## config.mk

```make
export PLATFORM = sky130hd
export DESIGN_NAME = lsu_align_ctrl
export DESIGN_NICKNAME = d
export VERILOG_FILES = /design/src/rtl/lsu_align_ctrl.sv
export SDC_FILE = /design/constraint.sdc
export NUM_CORES = 1
export LEC_CHECK = 0
export CORE_AREA = 3 3 151 153
export CTS_CLUSTER_SIZE = 25
export DETAILED_ROUTE_END_ITERATION = 8
export DIE_AREA = 0 0 154 156
export PLACE_DENSITY_LB_ADDON = 0.2
export SLEW_MARGIN = 5
export SYNTH_ARGS = -nofsm -noshare
export SYNTH_HDL_FRONTEND = slang
export SYNTH_SLANG_ARGS = --single-unit
```

## constraint.sdc

```tcl
create_clock -name i_clk -period 3 [get_ports i_clk]
set_input_delay 0.3 -clock i_clk [delete_from_list [all_inputs] [get_ports i_clk]]
set_output_delay 0.3 -clock i_clk [all_outputs]
set_load 0.05 [all_outputs]
```

## src/rtl/lsu_align_ctrl.sv

```systemverilog
// Load/store alignment controller: splits word-crossing accesses into two word
// accesses, positions store lanes and merges/extends load data.
module lsu_align_ctrl #(
    parameter int unsigned TIMEOUT = 16
) (
    input  logic        i_clk,
    input  logic        i_rst_n,
    input  logic        i_req_valid,
    output logic        o_req_ready,
    input  logic        i_req_we,
    input  logic [2:0]  i_req_funct3,
    input  logic [31:0] i_req_addr,
    input  logic [31:0] i_req_wdata,
    output logic        o_mem_req,
    output logic        o_mem_we,
    output logic [31:0] o_mem_addr,
    output logic [31:0] o_mem_wdata,
    output logic [3:0]  o_mem_wmask,
    input  logic        i_mem_ack,
    input  logic [31:0] i_mem_rdata,
    output logic        o_resp_valid,
    output logic [31:0] o_resp_rdata,
    output logic        o_resp_err
);

    localparam int unsigned CW = (TIMEOUT > 1) ? $clog2(TIMEOUT) : 1;
    localparam logic [CW-1:0] CNT_LAST = CW'(TIMEOUT - 1);

    localparam logic [1:0] StIdle = 2'd0;
    localparam logic [1:0] StAcc0 = 2'd1;
    localparam logic [1:0] StAcc1 = 2'd2;
    localparam logic [1:0] StResp = 2'd3;

    logic [1:0]    r_state;
    logic          r_we;
    logic [2:0]    r_funct3;
    logic [31:0]   r_addr;
    logic [31:0]   r_wdata;
    logic [31:0]   r_w0;
    logic [31:0]   r_rdata;
    logic          r_err;
    logic [CW-1:0] r_cnt;

    logic          w_in_legal;
    logic          w_acc0;
    logic          w_acc1;
    logic [1:0]    w_offset;
    logic [3:0]    w_size_mask;
    logic [7:0]    w_mask8;
    logic          w_cross;
    logic [63:0]   w_wdata64;
    logic [31:0]   w_base;
    logic [31:0]   w_lo;
    logic [31:0]   w_hi;
    logic [31:0]   w_merged;
    logic [31:0]   w_load;

    always_comb begin
        w_in_legal = 1'b0;
        case (i_req_funct3)
            3'b000, 3'b001, 3'b010: w_in_legal = 1'b1;
            3'b100, 3'b101:         w_in_legal = !i_req_we;
            default:                w_in_legal = 1'b0;
        endcase
    end

    always_comb begin
        w_size_mask = 4'b1111;
        case (r_funct3[1:0])
            2'b00:   w_size_mask = 4'b0001;
            2'b01:   w_size_mask = 4'b0011;
            default: w_size_mask = 4'b1111;
        endcase
    end

    assign w_acc0    = (r_state == StAcc0);
    assign w_acc1    = (r_state == StAcc1);
    assign w_offset  = r_addr[1:0];
    assign w_base    = {r_addr[31:2], 2'b00};
    // Upper nibble of the shifted mask is the second word's lanes.
    assign w_mask8   = {4'b0000, w_size_mask} << w_offset;
    assign w_cross   = |w_mask8[7:4];
    assign w_wdata64 = {32'd0, r_wdata} << {w_offset, 3'b000};

    // In ACC0 the live read word is w0; in ACC1 it is w1 and w0 comes from r_w0.
    assign w_lo     = w_acc1 ? r_w0 : i_mem_rdata;
    assign w_hi     = w_acc1 ? i_mem_rdata : 32'd0;
    assign w_merged = 32'({w_hi, w_lo} >> {w_offset, 3'b000});

    always_comb begin
        w_load = w_merged;
        case (r_funct3)
            3'b000:  w_load = {{24{w_merged[7]}}, w_merged[7:0]};
            3'b001:  w_load = {{16{w_merged[15]}}, w_merged[15:0]};
            3'b100:  w_load = {24'd0, w_merged[7:0]};
            3'b101:  w_load = {16'd0, w_merged[15:0]};
            default: w_load = w_merged;
        endcase
    end

    always_ff @(posedge i_clk or negedge i_rst_n) begin
        if (!i_rst_n) begin
            r_state  <= StIdle;
            r_we     <= 1'b0;
            r_funct3 <= 3'b000;
            r_addr   <= 32'd0;
            r_wdata  <= 32'd0;
            r_w0     <= 32'd0;
            r_rdata  <= 32'd0;
            r_err    <= 1'b0;
            r_cnt    <= '0;
        end else begin
            case (r_state)
                StIdle: begin
                    if (i_req_valid) begin
                        r_we     <= i_req_we;
                        r_funct3 <= i_req_funct3;
                        r_addr   <= i_req_addr;
                        r_wdata  <= i_req_wdata;
                        r_w0     <= 32'd0;
                        r_rdata  <= 32'd0;
                        r_err    <= !w_in_legal;
                        r_cnt    <= '0;
                        r_state  <= w_in_legal ? StAcc0 : StResp;
                    end
                end
                StAcc0: begin
                    if (i_mem_ack) begin
                        r_w0  <= i_mem_rdata;
                        r_cnt <= '0;
                        if (w_cross) begin
                            r_state <= StAcc1;
                        end else begin
                            r_state <= StResp;
                            if (!r_we) r_rdata <= w_load;
                        end
                    end else if (r_cnt == CNT_LAST) begin
                        r_err   <= 1'b1;
                        r_rdata <= 32'd0;
                        r_state <= StResp;
                    end else begin
                        r_cnt <= r_cnt + CW'(1);
                    end
                end
                StAcc1: begin
                    if (i_mem_ack) begin
                        r_state <= StResp;
                        if (!r_we) r_rdata <= w_load;
                    end else if (r_cnt == CNT_LAST) begin
                        // An already-acked first store half stays committed.
                        r_err   <= 1'b1;
                        r_rdata <= 32'd0;
                        r_state <= StResp;
                    end else begin
                        r_cnt <= r_cnt + CW'(1);
                    end
                end
                StResp:  r_state <= StIdle;
                default: r_state <= StIdle;
            endcase
        end
    end

    assign o_req_ready  = (r_state == StIdle);
    assign o_mem_req    = w_acc0 | w_acc1;
    assign o_mem_we     = (w_acc0 | w_acc1) & r_we;
    assign o_mem_addr   = w_acc0 ? w_base : (w_acc1 ? w_base + 32'd4 : 32'd0);
    assign o_mem_wdata  = !r_we ? 32'd0 :
                          (w_acc0 ? w_wdata64[31:0] : (w_acc1 ? w_wdata64[63:32] : 32'd0));
    assign o_mem_wmask  = !r_we ? 4'b0000 :
                          (w_acc0 ? w_mask8[3:0] : (w_acc1 ? w_mask8[7:4] : 4'b0000));
    assign o_resp_valid = (r_state == StResp);
    assign o_resp_rdata = r_rdata;
    assign o_resp_err   = (r_state == StResp) & r_err;

endmodule

```

==> results of run 1 <==
-- critical path, cell delays in order, from the launching register on --
cell and delay (ns):
sky130_fd_sc_hd__dfrtp_2 0.38, sky130_fd_sc_hd__inv_2 0.06, sky130_fd_sc_hd__ha_2 0.19, sky130_fd_sc_hd__nand2b_4 0.15, sky130_fd_sc_hd__or4b_4 0.62, sky130_fd_sc_hd__nor4b_4 0.34
sky130_fd_sc_hd__xnor2_1 0.11, sky130_fd_sc_hd__nor2_1 0.18, sky130_fd_sc_hd__clkbuf_16 0.20
-- sequential cells by signal, summed over array words and instances (netlist names) --
signal	flops
r_w0	32
r_err	1
r_addr	32
o_resp_rdata	32
r_funct3	3
r_we	1
r_cnt	4
r_wdata	32
r_state	2
-- how the worst min path moves through the flow --
stage,cells after the start,endpoint,slack [ns]
4_1_cts,2,r_w0[10]$_DFFE_PN0P_,0.42
2_1_floorplan,0,o_resp_rdata[0]$_DFFE_PN0P_,0.004
5_1_grt,2,o_resp_rdata[2]$_DFFE_PN0P_,0.46
3_5_place_dp,1,o_resp_rdata[2]$_DFFE_PN0P_,0.29
6_report,2,o_resp_rdata[2]$_DFFE_PN0P_,0.41
3_3_place_gp,1,o_resp_rdata[2]$_DFFE_PN0P_,0.30
-- routing by layer --
metal	global-route usage (%)	vias up
met2	36.7	304
met5	0	-
met1	28.4	3821
met3	7.38	61
met4	7.02	6
li1	-	3596
-- cell usage after synthesis (all sizes together), types with 3 or more instances --
cell / count
nand3: 43
buf: 26
nand4: 3
ha: 7
nor4: 11
nand2b: 13
xor2: 5
dfrtp: 139
and2: 14
or2: 4
or3: 4
xnor2: 18
o21ai: 21
mux2: 83
mux4: 7
and3: 11
inv: 8
o2bb2ai: 32
o22ai: 17
a221oi: 7
nor2b: 14
clkbuf: 42
a31oi: 9
mux2i: 70
a21oi: 53
nand2: 109
a22oi: 7
o221a: 8
nor2: 63
a22o: 5
nor3: 14
-- cell type report --
type                    instances  area share (%)
clock inverters                14            1.29
repair buffers                238            23.8
multi-input cells             676            40.0
clock buffers                  18            3.49
inverters                       9           0.274
flip-flops and latches        139            28.3
well taps                     280            2.85
-- cell families (layout without fill, tap and decap cells) --
kind of cell	count (synthesis)	count (layout)	synth area share, %
AOI/OAI and AO/OA	173	173	14.6
xor gates and xnor gates	23	23	2.34
adders and majority gates	7	7	1.02
buffers and inverters	77	279	3.74
DFF	139	139	40.5
muxes	160	160	20.9
other	1	2	0.0436
and+or+nand+nor	310	311	16.9
-- repair_timing --
| action | 4_1_cts | 5_1_grt |
|---|---|---|
| gates resized for setup | 4 | 20 |
| pin swaps | 0 | 7 |
| setup endpoints to repair | 14 | 40 |
| buffers inserted | 0 | 5 |
| gates cloned | 0 | 1 |
| hold endpoints to repair | 51 | 0 |
| hold buffers | 1 | 0 |
-- metrics by stage --
step / util (%) / hold slack, ns / worst slack, ns / power (µW) / instance area, µm²
floorplan: - / 0.00441 / 0.0649 / 9630 / 8600
global placement: 53.3 / 0.297 / 0.357 / 13100 / 11600
detailed placement: 53.3 / 0.292 / 0.292 / 13300 / 11600
CTS: 56.1 / 0.415 / -0.000531 / 15400 / 12200
global route: 56.8 / 0.460 / -0.0459 / 16400 / 12300
finish: 56.8 / 0.406 / 0.0564 / 15500 / 12300
-- power groups by stage --
stage	Clock (µW)	Combinational (µW)	Sequential (µW)
global placement	0	9750	3390
detailed placement	0	9840	3410
floorplan	0	6140	3490
CTS	2180	9880	3390
finish	2150	9970	3400
global route	2250	10600	3510
==> flow_summary.json, run 1 <==
{
  "outcome": "finished, final reports clean",
  "drive_above_1_share_pct": 24.1,
  "synthesis_stage_register_bit_count": 139,
  "first_global_vias": 7910,
  "seq_total_area_yosys_pct": 40.5,
  "cp-start-kind": "flip-flop",
  "synth_edf_count": 0,
  "worst_margin_pin_slew_ns": 0.959,
  "syn_inst": 890,
  "critical_path.endpoint_type": "output port",
  "clockRootBuffer": "sky130_fd_sc_hd__clkbuf_16",
  "cp_max_fo": 6,
  "firstDrtPassIters": 5,
  "timing.critical_path.required_ns": 2.70,
  "peakVddDrop_uv": 871,
  "clock_sink_count": 139,
  "hold_class": "in -> async",
  "route.met2.wl_um": 13200,
  "synth_top_cell_area_share_pct": 40.5,
  "maxUsedRoutingLayer": "met5",
  "timing.final.crit_period_ns": 2.94,
  "synth_ff_type": "sky130_fd_sc_hd__dfrtp_1",
  "max_freq_ghz": 0.340,
  "initial_core_util_pct": 39.6,
  "final-hold-violation-count": 0,
  "clockPowerShare_pct": 13.9,
  "worstSkewPairLatency_ns": 0.42,
  "finalClockSkew_ns": 0.0109,
  "vias": 7788,
  "post-synth-top-area-cell": "sky130_fd_sc_hd__dfrtp_1",
  "timing.max_slew.rel_slack_pct": 36.1,
  "n_antenna_cell": 0,
  "hpwlAfterDp_um": 19300,
  "finalMaxSlewViolations": 0,
  "number_of_placed_instances_with_taps_included": 1335,
  "detail_route.drc_violations": 0,
  "grt_start_max_net_pins": 70,
  "final.fill_count": 1863,
  "die_area_mm2": 0.0240,
  "internal_power_uw": 8130,
  "synth-warning-count": 0,
  "path_depth_of_the_worst_reg2reg_path": 7,
  "overflow": 0,
  "clock_path_buffers": 2,
  "multi_input_gate_area_mm2": 0.00493,
  "grt_util_all_layers_pct": 22.5,
  "layoutNonFillerInstCount": 1374,
  "die_h_um": 156,
  "most_common_cell_after_layout_fill_and_taps_aside": "sky130_fd_sc_hd__clkdlybuf4s50_1",
  "portBuffers": 206,
  "regToRegStartpoint": "r_addr[0]$_DFFE_PN0P_",
  "met1Wirelength_um": 11300,
  "fin_tns_setup_ns": 0,
  "final_net_count": 1192,
  "initial_antenna_violation_count": 3,
  "power_leakage_uw": 0.00518,
  "final-setup-viol-count": 0,
  "htreeDepth": 4,
  "swShare_pct": 47.6,
  "min_period_over_period_pct": 98.1,
  "p_sw_uw": 7390,
  "ioPinCount": 209,
  "seq_power_share_pct": 21.9,
  "area_growth_syn_to_layout_pct": 43.3,
  "grt_first_pass_wirelength_um": 43200,
  "combPwrFrac_pct": 64.3,
  "detailroute.wirelength.met3_um": 2370,
  "cts_tree": "done",
  "crit_path_start": "r_state[1]$_DFFE_PN0P_",
  "maxCapViolations": 0,
  "clk_pin_slew_worst_paths_ns": 0.07,
  "floorplan.rows": 54,
  "critPathKind": "reg -> out",
  "antenna_violating_nets_left": 0,
  "regToRegSetupSlack_ns": 0.47,
  "initialDrtViolationCount": 504,
  "die_width_um": 154,
  "total_cts_buffers": 17,
  "critical_path_capture_point": "o_mem_addr[26]",
  "gpl.final_weighted_congestion": 0.828,
  "post_drt_via_cell_ratio": 5.67,
  "postSynth.asyncResetShare_pct": 100,
  "worst_ep_arrival_time_ns": 2.64,
  "mappedNetlistArea_mm2": 0.00859,
  "critical_path.reg2reg.endpoint": "o_resp_rdata[17]$_DFFE_PN0P_",
  "syn-mean-instance-area_um2": 9.65,
  "synth.top_cells.by_area": "sky130_fd_sc_hd__dfrtp_1, sky130_fd_sc_hd__mux2_2, sky130_fd_sc_hd__mux2i_1",
  "detail_route.wirelength_um": 27600,
  "yosysUniqueCellTypes": 56,
  "pwr_density_cell_mw_per_mm2": 1260,
  "fp.coreArea_mm2": 0.0217,
  "routed_wire_length_per_instance_um": 20.1,
  "regArea_mm2": 0.00348,
  "most_frequent_cells_in_the_layout": "sky130_fd_sc_hd__clkdlybuf4s50_1, sky130_fd_sc_hd__dfrtp_1, sky130_fd_sc_hd__nand2_1"
}
(Power assumes the default switching activity.)
==> run 2: changes to the inputs <==
--- a/config.mk
+++ b/config.mk
@@ -5,10 +5,10 @@
 export SDC_FILE = /design/constraint.sdc
 export NUM_CORES = 1
 export LEC_CHECK = 0
-export CORE_AREA = 3 3 151 153
+export CORE_AREA = 2 2 150 152
 export CTS_CLUSTER_SIZE = 25
 export DETAILED_ROUTE_END_ITERATION = 8
-export DIE_AREA = 0 0 154 156
+export DIE_AREA = 0 0 152 154
 export PLACE_DENSITY_LB_ADDON = 0.2
 export SLEW_MARGIN = 5
 export SYNTH_ARGS = -nofsm -noshare
==> run 2 against run 1 <==
  * Wire length fell by 1.2%
  * Via count fell by 1.6%
  * Worst setup slack improved by 0.031 ns
  * Clock-buffer cell count fell by 1
  * Clock skew barely moved
  * Non-clock buffer count did not move
  * First-iteration DRC count rose by 3.8%
  * Cell area fell by 0.29%
  * Combinational power fell by 2%
  * Largest power group unchanged
  * Critical path type unchanged
  * Flip-flop and latch count did not move
  * Sequential share of layout area rose by 0.081 points
  * Critical path depth fell by 1
==> flow_summary.json, run 2 (synthesized netlist as in run 1, its figures left out) <==
{
  "maxUsedRoutingLayer": "met5",
  "clock_path_buffers": 2,
  "first_global_vias": 7752,
  "maxCapViolations": 0,
  "clock_sink_count": 139,
  "final-hold-violation-count": 0,
  "crit_top_cell": "sky130_fd_sc_hd__buf_12",
  "worst_ep_arrival_time_ns": 2.61,
  "grt_first_pass_wirelength_um": 43600,
  "most_frequent_cells_in_the_layout": "sky130_fd_sc_hd__clkdlybuf4s50_1, sky130_fd_sc_hd__dfrtp_1, sky130_fd_sc_hd__nand2_1",
  "power_leakage_uw": 0.00516,
  "clockRootBuffer": "sky130_fd_sc_hd__clkbuf_16",
  "finalClockSkew_ns": 0.0109,
  "detail_route.drc_violations": 0,
  "combPwrFrac_pct": 63.6,
  "timing.max_slew.rel_slack_pct": 26.3,
  "p_sw_uw": 7440,
  "number_of_placed_instances_with_taps_included": 1336,
  "pwr_density_cell_mw_per_mm2": 1260,
  "detailroute.wirelength.met3_um": 2430,
  "worstSkewPairLatency_ns": 0.43,
  "outcome": "finished, final reports clean",
  "fp.coreArea_mm2": 0.0217,
  "critPathKind": "reg -> out",
  "setup_repair_after_global_routing_missed_its_margin": "yes",
  "total_cts_buffers": 17,
  "grt_util_all_layers_pct": 23.4,
  "hpwlAfterDp_um": 19000,
  "peakVddDrop_uv": 808,
  "initial_antenna_violation_count": 1,
  "firstDrtPassIters": 5,
  "overflow": 0,
  "cp_max_fo": 5,
  "ioPinCount": 209,
  "grt_start_max_net_pins": 70,
  "clk_pin_slew_worst_paths_ns": 0.07,
  "die_area_mm2": 0.0234,
  "n_antenna_cell": 0,
  "initial_core_util_pct": 39.6,
  "antenna_violating_nets_left": 0,
  "hold_class": "in -> async",
  "cell_chain_of_the_critical_path": "ha_2, nand2b_4, or4b_4, buf_12, or3_1, a21oi_2, buf_12",
  "min_period_over_period_pct": 97.1,
  "critical_path.endpoint_type": "output port",
  "portBuffers": 206,
  "route.met2.wl_um": 13200,
  "cp-start-kind": "flip-flop",
  "layoutNonFillerInstCount": 1373,
  "floorplan.rows": 54,
  "swShare_pct": 48.2,
  "final_net_count": 1191,
  "power_uw": 15400,
  "htreeDepth": 4,
  "timing.critical_path.required_ns": 2.70,
  "seq_power_share_pct": 22.6,
  "die_h_um": 154,
  "final-setup-viol-count": 0,
  "detail_route.wirelength_um": 27200,
  "met1Wirelength_um": 11400,
  "crit_path_max_delay_cell_type": "sky130_fd_sc_hd__or4b_4",
  "finalMaxSlewViolations": 0,
  "gpl.final_weighted_congestion": 0.861,
  "crit_path_max_incr_delay_ns": 0.56,
  "routed_wire_length_per_instance_um": 19.8,
  "internal_power_uw": 7990,
  "clockPowerShare_pct": 13.8,
  "worst_margin_pin_slew_ns": 1.10,
  "drive_above_1_share_pct": 24.5,
  "die_width_um": 152,
  "area_growth_syn_to_layout_pct": 42.9,
  "post_drt_via_cell_ratio": 5.58,
  "timing.final.crit_period_ns": 2.91,
  "most_common_cell_after_layout_fill_and_taps_aside": "sky130_fd_sc_hd__clkdlybuf4s50_1",
  "initialDrtViolationCount": 523,
  "cts_tree": "done",
  "max_freq_ghz": 0.343,
  "vias": 7667
}
[run 2: changes by cell type in the layout (fill, tap and decap cells not counted), sizes merged]
| cell | change |
|---|---|
| bufinv | -1 |
| dlygate4sd2 | -1 |
| clkinv | +3 |
| buf | +2 |
| clkbuf | -2 |
| inv | +2 |
| clkinvlp | -3 |
| or4b | -1 |
[run 2: timing repair]
action / CTS / global route
hold buffers: 1 / 0
resized for setup: 4 / 17
buffers inserted: 0 / 4
endpoints found under the hold margin: 64 / 0
setup endpoints to repair: 15 / 34
pin swaps: 0 / 3
[run 2: metrics by stage]
stage | setup TNS, ns | util, % | cell area [µm²] | setup slack, ns | hold WS [ns]
floorplan | 0 | - | 8600 | 0.0649 | 0.00441
global placement | 0 | 53.2 | 11500 | 0.358 | 0.350
detailed placement | 0 | 53.2 | 11500 | 0.267 | 0.352
CTS | -0.00584 | 56.0 | 12200 | -0.00584 | 0.462
global route | -0.220 | 56.6 | 12300 | -0.0651 | 0.461
finish | 0 | 56.6 | 12300 | 0.0877 | 0.448
[run 2: critical path, delay by kind of cell (launching register included)]
kind | cells | cell delay, ns
compound gates | 1 | 0.20
fa+ha+maj | 1 | 0.21
buf+inv | 2 | 0.32
flops | 1 | 0.43
simple gates | 3 | 1.03
[run 2: worst paths after layout]
path                            slack, ns                      endpoint                    from  depth (start not counted)
max in group asynchronous            1.73         r_addr[8]$_DFFE_PN0P_                 i_rst_n                          3
worst max register to register       0.46  o_resp_rdata[11]$_DFFE_PN0P_  r_state[0]$_DFFE_PN0P_                          7
worst min-delay path                 0.45   o_resp_rdata[2]$_DFFE_PN0P_                 i_rst_n                          2
min in group i_clk                   0.47          r_w0[23]$_DFFE_PN0P_    r_w0[23]$_DFFE_PN0P_                          2
worst min register to register       0.47          r_w0[23]$_DFFE_PN0P_    r_w0[23]$_DFFE_PN0P_                          2
worst max-delay path                 0.09                o_mem_addr[14]  r_state[0]$_DFFE_PN0P_                          7
[run 2: per-layer routing]
| metal | vias up | GRT usage (%) |
|---|---|---|
| met1 | 3767 | 30.5 |
| met3 | 20 | 8.29 |
| met2 | 285 | 37.7 |
| li1 | 3593 | - |
| met4 | 2 | 5.25 |
| met5 | - | 0 |
[run 2: layout make-up]
type                            instances  area (µm²)
Fill cell                            1893        9410
Clock inverter                         15         155
Inverter                                9        33.8
Sequential cell                       139        3480
Clock buffer                           17         425
Tap cell                              280         350
Multi-Input combinational cell        675        4920
Timing Repair Buffer                  238        2900
[run 2: power groups by stage]
stage                     clock network (µW)  registers, µW  logic [µW]
final                                   2130           3490        9800
after global routing                    2250           3600       10500
after detailed placement                   0           3500        9700
after global placement                     0           3470        9630
after CTS                               2160           3470        9760
after floorplan                            0           3490        6140
==> run 3: changes to the inputs <==
--- a/config.mk
+++ b/config.mk
@@ -6,7 +6,7 @@
 export NUM_CORES = 1
 export LEC_CHECK = 0
 export CORE_AREA = 2 2 150 152
-export CTS_CLUSTER_SIZE = 25
+export CTS_CLUSTER_SIZE = 14
 export DETAILED_ROUTE_END_ITERATION = 8
 export DIE_AREA = 0 0 152 154
 export PLACE_DENSITY_LB_ADDON = 0.2
==> results of run 3 <==
Final layout, timing and power as in run 2 (identical DEF).
